[src/rtl/x_counter_ctrl_pkg.sv]
// Shared types for the x_counter_ctrl interval timer: controller states and command codes.
package x_counter_ctrl_pkg;

   localparam int CMD_W = 2;

   typedef enum logic [1:0] {
      ST_IDLE = 2'd0,
      ST_LOAD = 2'd1,
      ST_RUN  = 2'd2,
      ST_DONE = 2'd3
   } state_e;

   typedef enum logic [CMD_W-1:0] {
      CMD_START = 2'd0,
      CMD_STOP  = 2'd1,
      CMD_CLEAR = 2'd2,
      CMD_LOAD  = 2'd3
   } cmd_e;

endpackage

[src/rtl/x_counter_ctrl_shift.sv]
// Serial compare loader: captures one bit per enabled cycle, LSB first, and flags the last bit.
module x_counter_ctrl_shift
   import x_counter_ctrl_pkg::*;
#(
   parameter int WIDTH = 32
) (
   input  logic             i_clk,
   input  logic             i_rst_n,
   input  logic             clear,
   input  logic             shift_en,
   input  logic             sdata,
   output logic [WIDTH-1:0] compare,
   output logic             done
);

   localparam int IDX_W = (WIDTH > 1) ? $clog2(WIDTH) : 1;
   localparam logic [IDX_W-1:0] LAST_IDX = IDX_W'(WIDTH - 1);
   localparam logic [IDX_W-1:0] IDX_ONE  = IDX_W'(1);

   logic [IDX_W-1:0] idx_r;
   logic [WIDTH-1:0] compare_r;

   // Bit index and compare register; compare powers up all-ones so an unloaded timer never matches early.
   always_ff @(posedge i_clk or negedge i_rst_n) begin
      if (!i_rst_n) begin
         idx_r     <= '0;
         compare_r <= '1;
      end else if (clear) begin
         idx_r     <= '0;
         compare_r <= '0;
      end else if (shift_en) begin
         compare_r[idx_r] <= sdata;
         idx_r            <= (idx_r == LAST_IDX) ? '0 : idx_r + IDX_ONE;
      end else begin
         idx_r     <= idx_r;
         compare_r <= compare_r;
      end
   end

   assign compare = compare_r;
   assign done    = shift_en && (idx_r == LAST_IDX);

endmodule

[src/rtl/x_counter_ctrl.sv]
// Command-driven interval timer controller with serial compare loading.
// Build option: define X_COUNTER_CTRL_AUTO_RELOAD_EN for periodic (auto-reload) operation.
module x_counter_ctrl
   import x_counter_ctrl_pkg::*;
#(
   parameter int WIDTH = 32
) (
   input  logic             i_clk,
   input  logic             i_rst_n,
   input  logic             i_cmd_valid,
   input  logic [CMD_W-1:0] i_cmd,
   output logic             o_cmd_ready,
   input  logic             i_sdata,
   output logic             o_busy,
   output logic             o_expired,
   output logic             o_wrap,
   output logic [WIDTH-1:0] o_count
);

   localparam logic [WIDTH-1:0] CNT_ONE = WIDTH'(1);

   state_e           state_r, state_next_s;
   logic [WIDTH-1:0] count_r, count_next_s;
   logic             cmd_ready_r, busy_r, expired_r, wrap_r;
   logic             expired_next_s, wrap_next_s, load_clear_s;
   logic             cmd_acc_s, load_done_s;
   logic [WIDTH-1:0] compare_s;
   cmd_e             cmd_s;

   assign cmd_s     = cmd_e'(i_cmd);
   assign cmd_acc_s = i_cmd_valid && cmd_ready_r;

   x_counter_ctrl_shift #(.WIDTH(WIDTH)) u_shift (
      .i_clk    (i_clk),
      .i_rst_n  (i_rst_n),
      .clear    (load_clear_s),
      .shift_en (state_r == ST_LOAD),
      .sdata    (i_sdata),
      .compare  (compare_s),
      .done     (load_done_s)
   );

   // Next-state, next-count and pulse decode; STOP/CLEAR in RUN take precedence over the count step.
   always_comb begin
      state_next_s   = state_r;
      count_next_s   = count_r;
      expired_next_s = 1'b0;
      wrap_next_s    = 1'b0;
      load_clear_s   = 1'b0;
      case (state_r)
         ST_IDLE, ST_DONE: begin
            if (cmd_acc_s) begin
               case (cmd_s)
                  CMD_START: begin
                     state_next_s = ST_RUN;
                     count_next_s = (state_r == ST_DONE) ? '0 : count_r;
                  end
                  CMD_CLEAR: begin
                     state_next_s = ST_IDLE;
                     count_next_s = '0;
                  end
                  CMD_LOAD: begin
                     state_next_s = ST_LOAD;
                     load_clear_s = 1'b1;
                  end
                  default: state_next_s = state_r;
               endcase
            end else begin
               state_next_s = state_r;
            end
         end
         ST_LOAD: begin
            if (load_done_s) begin
               state_next_s = ST_IDLE;
            end else begin
               state_next_s = ST_LOAD;
            end
         end
         ST_RUN: begin
            if (cmd_acc_s && (cmd_s == CMD_STOP)) begin
               state_next_s = ST_IDLE;
            end else if (cmd_acc_s && (cmd_s == CMD_CLEAR)) begin
               state_next_s = ST_IDLE;
               count_next_s = '0;
            end else if (count_r == compare_s) begin
               expired_next_s = 1'b1;
`ifdef X_COUNTER_CTRL_AUTO_RELOAD_EN
               count_next_s   = '0;
`else
               state_next_s   = ST_DONE;
`endif
            end else if (count_r == '1) begin
               count_next_s = '0;
               wrap_next_s  = 1'b1;
            end else begin
               count_next_s = count_r + CNT_ONE;
            end
         end
         default: begin
            state_next_s = ST_IDLE;
            count_next_s = '0;
         end
      endcase
   end

   // State, count and registered status/pulse outputs.
   always_ff @(posedge i_clk or negedge i_rst_n) begin
      if (!i_rst_n) begin
         state_r     <= ST_IDLE;
         count_r     <= '0;
         cmd_ready_r <= 1'b1;
         busy_r      <= 1'b0;
         expired_r   <= 1'b0;
         wrap_r      <= 1'b0;
      end else begin
         state_r     <= state_next_s;
         count_r     <= count_next_s;
         cmd_ready_r <= (state_next_s != ST_LOAD);
         busy_r      <= (state_next_s == ST_LOAD) || (state_next_s == ST_RUN);
         expired_r   <= expired_next_s;
         wrap_r      <= wrap_next_s;
      end
   end

   assign o_cmd_ready = cmd_ready_r;
   assign o_busy      = busy_r;
   assign o_expired   = expired_r;
   assign o_wrap      = wrap_r;
   assign o_count     = count_r;

endmodule
[config.mk]
export PLATFORM = sky130hd
export DESIGN_NAME = x_counter_ctrl
export DESIGN_NICKNAME = d
export VERILOG_FILES = /design/src/rtl/x_counter_ctrl_pkg.sv /design/src/rtl/x_counter_ctrl_shift.sv /design/src/rtl/x_counter_ctrl.sv
export SDC_FILE = /design/constraint.sdc
export NUM_CORES = 1
export LEC_CHECK = 0
export CAP_MARGIN = 20
export CORE_UTILIZATION = 35
export CTS_CLUSTER_DIAMETER = 60
export DETAILED_ROUTE_END_ITERATION = 10
export GPL_ROUTABILITY_DRIVEN = 1
export SYNTH_ARGS = -nofsm -noshare
export SYNTH_HDL_FRONTEND = slang
export SYNTH_SLANG_ARGS = --single-unit
[constraint.sdc]
create_clock -name i_clk -period 3.08 [get_ports i_clk]
set_input_delay 0.616 -clock i_clk [delete_from_list [all_inputs] [get_ports i_clk]]
set_output_delay 0.616 -clock i_clk [all_outputs]
set_load 0.02 [all_outputs]
==> key figures, run 1 <==
Timing
  • Post-route clock period utilization: 86.7%
  • Slew Viols, Final: 0
  • Crit path time final: 2670 ps
  • Least-Margin Pin Slew: between 900 and 1000 ps
  • Worst hold slack: 426 ps
  • Unrepaired setup endpoints after global routing: false
  • Fmax: 374 MHz
  • Final setup viols: 0
  • Final Hold Vio Count: 0
  • Final WS setup: 409 ps
  • Max-Slew Margin vs Limit: 35.7%
  • Final TNS setup: 0 ps
  • Skew final: 8.24 ps

Cells and area
  • Final instance area: about 5500 um^2
  • Fillers: 1207
  • Diodes inserted: 0
  • Layout cells sized above 1: 16.7%
  • Syn-to-layout area delta: 18.4%
  • Fin util: 43.1%
  • Non-Filler Instances: approximately 740
  • Layout Nets: ~580

Clock network
  • Clock buffer depth: 2
  • H-tree depth: 3
  • Clock buffer count from CTS: 9
  • Post_cts resized: 0
  • # hold bufs at CTS: 0
  • Clock latency on the worst-skew pair: 340 ps
  • CTS sink cnt: 75
  • Reg clk slew, reported paths: around 60 ps
  • CTS tree: built
  • CTS root buf: clkbuf_16
  • Setup repair bufs after CTS: 0

Power and ir drop
  • Leakage power figure: 2.34 nW
  • Tot Pwr: 4.18 mW
  • Pwr Density: approximately 760 nW/um^2
  • Peak supply drop: 0.343 mV

Placement
  • Placed cells: 720
  • Gp weighted congestion: just under 0.9
  • Pre-CTS setup slack: 278 ps
  • # port buffers: 41
  • Area after DPL: 5170 um^2
  • HPWL after DPL: 8.87 mm

Yosys
  • Post-synthesis net count: 545
  • Top-count cell post-synth: nand2_1
  • Post-synth top flop: dfrtp_1
  • Post-synthesis sequential element count: 75
  • Number of synthesized flops with an enable pin: 0
  • Async SR Flop Fraction: between 90% and 100%
  • Post-Syn Area per Cell: 8.78 um^2
  • Syn Inst Count: 529
  • Sequential fraction of the synthesis area: 41.3%
  • Cell taking the most area after synthesis: dfrtp_1
  • Netlist Area Pre-Place: between 4000 and 5000 um^2
  • Largest cells by area after synthesis: dfrtp_1 23%, dfstp_2 19%, xor2_1 6.0%
  • Post-synth cell types: 62
  • YS warnings: 0
  • Commonest cells post-synth: 55 x nand2_1, 52 x nor2_1, 44 x o21ai_0
  • Post-synth top area share: 22.6%

Route
  • WL per Instance: 17.5 um
  • Antenna violation net count after detailed routing: 0
  • Initial drt markers: a little under 500
  • Drt via density: 5.63
  • First drt pass iteration count: 6
  • Final WL: about 13 mm
  • Routed vias: 4140
  • Drc violations: 0

Global routing
  • GR Util met1: 26.8%
  • GR Layer Usage met3: around 3.3%
  • Met2 Use GR: 31.6%
  • Initial antenna violation count: 0
  • Largest net degree at the start of global routing: 76
  • GRT Total Usage: 19.8%
  • Global-route wire length before repair: 20.7 mm
  • Total gr overflow: 0
  • Vias in the first global route: 3860
  • Layer with the highest usage: met2

Critical path
  • Internal reg-to-reg setup slack: ~400 ps
  • Worst Reg-to-Reg Cells: 8
  • CP cell instances: ha_1 > nand4_1 > or4_4 > nor3_4 > or3_1 > buf_4 > nor4_1 > a211o_1
  • Worst EP required: about 3300 ps
  • Critical path type: reg2reg
  • Critical Path End Type: flop
  • Critical Path AT: ~2900 ps
  • Critical path launch point type: flop
  • Worst stage delay on the critical path: 550 ps
  • Critical path's slowest cell: or4_4
  • CP max FO: 9

Floorplanning
  • Die width: 117 um
  • I/O pins: 42
  • Row count: 41
  • Core ar.: 12800 um^2
  • Die height: 117 um
  • Die footprint: 13700 um^2
  • Starting density of the core: a little over a third

Run status
  • Status: complete, no violations

Flow run
  • Max_cap viols: 0

Hold path
  • Min-Delay Path Class: in2async
==> critical path, delay by kind of cell (launching register included) <==
| family | cells | cell delay, ps |
|---|---|---|
| AO/OA/AOI/OAI | 1 | 280 |
| adder cells (fa/ha/maj) | 1 | 260 |
| buffers and inverters | 1 | 190 |
| flip-flops | 1 | 470 |
| AND/OR/NAND/NOR | 5 | 1350 |
==> sequential cells by signal, indices dropped and copies added, names as in the netlist <==
register / cells
o_busy: 1
o_cmd_ready: 1
o_count: 32
o_expired: 1
o_wrap: 1
state_r: 2
u_shift.compare: 32
u_shift.idx_r: 5
==> report_power, final <==
part / total (mW) / switching (mW) / internal [mW]
registers: 1.61 / 0.242 / 1.37
clock network: 1.16 / 0.419 / 0.746
logic: 1.40 / 0.849 / 0.555
==> cell families after synthesis <==
family	synth area share (%)
adders and majority gates	2.69
AOI/OAI and AO/OA	19.8
buffers and inverters	5.44
muxes	0.646
and+or+nand+nor	23.9
DFF	41.3
xor gates and xnor gates	6.22
==> final timing paths <==
kind                               startpoint                 end
max in group asynchronous             i_rst_n          state_r[0]
min in group i_clk         u_shift.compare[8]  u_shift.compare[8]
hold reg to reg            u_shift.compare[8]  u_shift.compare[8]
hold / removal                        i_rst_n         o_count[31]
setup reg to reg                   o_count[1]         o_count[16]
setup / recovery                   o_count[1]         o_count[16]
==> layout make-up <==
class / instances / area (um^2) / area share [%]
timing repair buffer: 56 / 520 / 9.47
tap: 172 / 215 / 3.91
multi-input combinational: 407 / 2470 / 45.0
inverter: 10 / 37.5 / 0.683
sequential: 75 / 1920 / 34.9
clock buffer: 13 / 293 / 5.32
clock inverter: 3 / 40.0 / 0.728
==> routing by layer <==
metal	share of wire [%]	wire, um	up-vias
li1	-	-	1961
met1	47	5980	2054
met2	47	6090	108
met3	3.9	497	17
met4	2.1	273	0
met5	0	0	-
==> cell usage in the layout (no fill, tap or decap), types with 7 or more instances in the layout <==
master / count
nand4_1: 9
nor3_1: 18
buf_4: 16
nor4_1: 19
inv_1: 10
dfstp_2: 33
o21ai_0: 44
clkdlybuf4s50_1: 40
a21oi_1: 39
nor2_1: 52
and3_1: 9
dfrtp_1: 42
nand2_1: 55
a211o_2: 7
a31oi_1: 10
nand3_1: 20
a21o_1: 7
xor2_1: 32
ha_1: 10
clkbuf_16: 11
Note: power is estimated with default switching activity, not from simulation.
==> inputs of run 2 (changes only) <==
Settings changed: CTS_BUF_LIST set to sky130_fd_sc_hd__clkbuf_16.
Clock period 3.08 ns to 3.3 ns, I/O delays scaled along.
==> key figures, run 2 (synthesis results as in run 1) <==
Global routing
  • Initial antenna violation count: 0 (unchanged)
  • GRT Total Usage: 19.9% (+0.044 points)
  • Vias in the first global route: 3841 (-0.49%)
  • Total gr overflow: 0 (unchanged)
  • Largest net degree at the start of global routing: 76 (unchanged)
  • Global-route wire length before repair: 20.9 mm (+0.90%)

Timing
  • Final TNS setup: 0 ps (unchanged)
  • Final setup viols: 0 (unchanged)
  • Crit path time final: 2780 ps (+106 ps)
  • Fmax: 360 MHz (-3.8%)
  • Final Hold Vio Count: 0 (unchanged)
  • Skew final: 10.0 ps (+1.76 ps)
  • Post-route clock period utilization: 84.1% (-2.6 points)
  • Max-Slew Margin vs Limit: 36.4% (+0.71 points)
  • Unrepaired setup endpoints after global routing: false
  • Least-Margin Pin Slew: 954 ps (-10.7 ps)
  • Slew Viols, Final: 0 (unchanged)

Route
  • First drt pass iteration count: 5 (-1)
  • Drt via density: 5.59 (-0.64%)
  • Final WL: 12.7 mm (-1.3%)
  • WL per Instance: 17.2 um (-1.2%)
  • Antenna violation net count after detailed routing: 0 (unchanged)
  • Drc violations: 0 (unchanged)
  • Routed vias: 4108 (-0.77%)
  • Initial drt markers: 325 (-34%)

Power and ir drop
  • P_sw: 1.39 mW (-7.9%)
  • P_int: 2.33 mW (-13%)
  • Peak supply drop: 0.292 mV (-15%)
  • Pwr Density: 685 nW/um^2 (-10%)
  • Comb pwr share: 34.6% (+1.0 points)
  • Sequential group share of total power: 40.5% (+1.9 points)
  • Sw frac: 37.3% (+1.2 points)
  • Tot Pwr: 3.72 mW (-11%)
  • Clk pwr share: 24.9% (-2.9 points)
  • Leakage power figure: 2.31 nW (-1.1%)

Cells and area
  • Most frequent cells in the layout: 55 x nand2_1, 52 x nor2_1, 44 x o21ai_0, 42 x dfrtp_1, 40 x clkdlybuf4s50_1
  • Multi-input logic area: 2470 um^2 (unchanged)
  • Register Area: 1920 um^2 (unchanged)
  • Most common cell after layout, fill and taps aside: nand2_1
  • Diodes inserted: 0 (unchanged)
  • Layout Nets: 574 (-0.17%)
  • Layout cells sized above 1: 16.2% (-0.50 points)
  • Fillers: 1241 (+2.8%)
  • Syn-to-layout area delta: 17.1%
  • Non-Filler Instances: 735 (-0.14%)

Clock network
  • Setup repair bufs after CTS: 0 (unchanged)
  • # hold bufs at CTS: 0 (unchanged)
  • CTS root buf: clkbuf_16
  • H-tree depth: 3 (unchanged)
  • Post_cts resized: 0 (unchanged)
  • Reg clk slew, reported paths: 60 ps (about the same)
  • CTS sink cnt: 75 (unchanged)
  • CTS tree: built
  • Clock latency on the worst-skew pair: 330 ps (about the same)
  • Clock buffer count from CTS: 9 (unchanged)
  • Clock buffer depth: 2 (unchanged)

Placement
  • Gp weighted congestion: 0.868 (about the same)
  • # port buffers: 41 (unchanged)
  • Placed cells: 719 (-0.14%)
  • HPWL after DPL: 8.90 mm (+0.34%)

Critical path
  • Critical path type: reg2reg
  • Critical Path End Type: flop
  • Critical path's slowest cell: or3_1
  • CP cell instances: inv_1 > ha_1 > o21bai_1 > a221o_1 > or3_1 > buf_4 > nor4_1 > a211o_1
  • Critical Path AT: 3050 ps (+150 ps)
  • Worst stage delay on the critical path: 570 ps (+20 ps)
  • CP Buf/Inv Count: 2 (+1)
  • Worst r2r src: state_r[0]
  • Worst EP required: 3570 ps (+270 ps)
  • Critical path launch point type: flop
  • Internal reg-to-reg setup slack: 520 ps (+110 ps)
  • CP max FO: 10 (+1)
  • Worst Setup SP: state_r[0]
  • CP delay by family, top: simple AND/OR/NAND/NOR gates

Hold path
  • Min-Delay Path Class: in2async

Floorplanning
  • Core ar.: 12800 um^2 (unchanged)
  • Die height: 117 um (unchanged)
  • Die footprint: 13700 um^2 (unchanged)
  • Die width: 117 um (unchanged)
  • I/O pins: 42 (unchanged)
  • Row count: 41 (unchanged)
  • Starting density of the core: 36.4% (unchanged)

Run status
  • Status: complete, no violations

Flow run
  • Max_cap viols: 0 (unchanged)
-- run 2: path summary, 6_finish.rpt --
kind	cells after the start	end
hold reg to reg	2	u_shift.compare[25]
hold / removal	1	o_count[24]
min in group i_clk	2	u_shift.compare[25]
max in group asynchronous	1	u_shift.idx_r[3]
setup / recovery	8	o_count[10]
setup reg to reg	8	o_count[10]
-- run 2: final cells by class --
type / instances / share of cell area (%)
well taps: 172 / 3.96
inverters: 10 / 0.690
clock buffers: 10 / 4.60
flip-flops and latches: 75 / 35.3
clock inverters: 6 / 0.552
repair buffers: 55 / 9.43
multi-input cells: 407 / 45.5
-- run 2: metal layers --
metal  global-route usage (%)  part of all wire, %  vias to the layer above
met5                        0                    0                        -
met4                     7.00                  2.1                        0
met3                     3.14                  3.4                       20
met2                     31.6                   47                      114
met1                     27.4                   48                     2019
li1                         -                    -                     1955
-- run 2: power groups by stage --
stage	logic, mW	registers [mW]	clock network [mW]
3_5_place_dp	1.29	1.52	0
4_1_cts	1.30	1.51	0.942
6_report	1.29	1.51	0.927
2_1_floorplan	1.02	1.44	0
5_1_grt	1.45	1.54	0.998
3_3_place_gp	1.24	1.51	0
-- run 2: worst register-to-register path: stages (launching register included) --
cell and delay [ps]:
dfrtp_1 400, inv_1 70, ha_1 420, o21bai_1 210, a221o_1 370, or3_1 570, buf_4 260, nor4_1 280
a211o_1 150
-- run 2: per-stage QoR --
step | area (um^2) | utilization (%) | worst slack (ps) | hold slack (ps)
3_5_place_dp | 5160 | 40.4 | 271 | 490
4_1_cts | 5440 | 42.6 | 570 | 499
6_report | 5440 | 42.6 | 524 | 474
3_3_place_gp | 5160 | 40.4 | 324 | 484
5_1_grt | 5440 | 42.6 | 363 | 516
2_1_floorplan | 4650 | - | 826 | 364
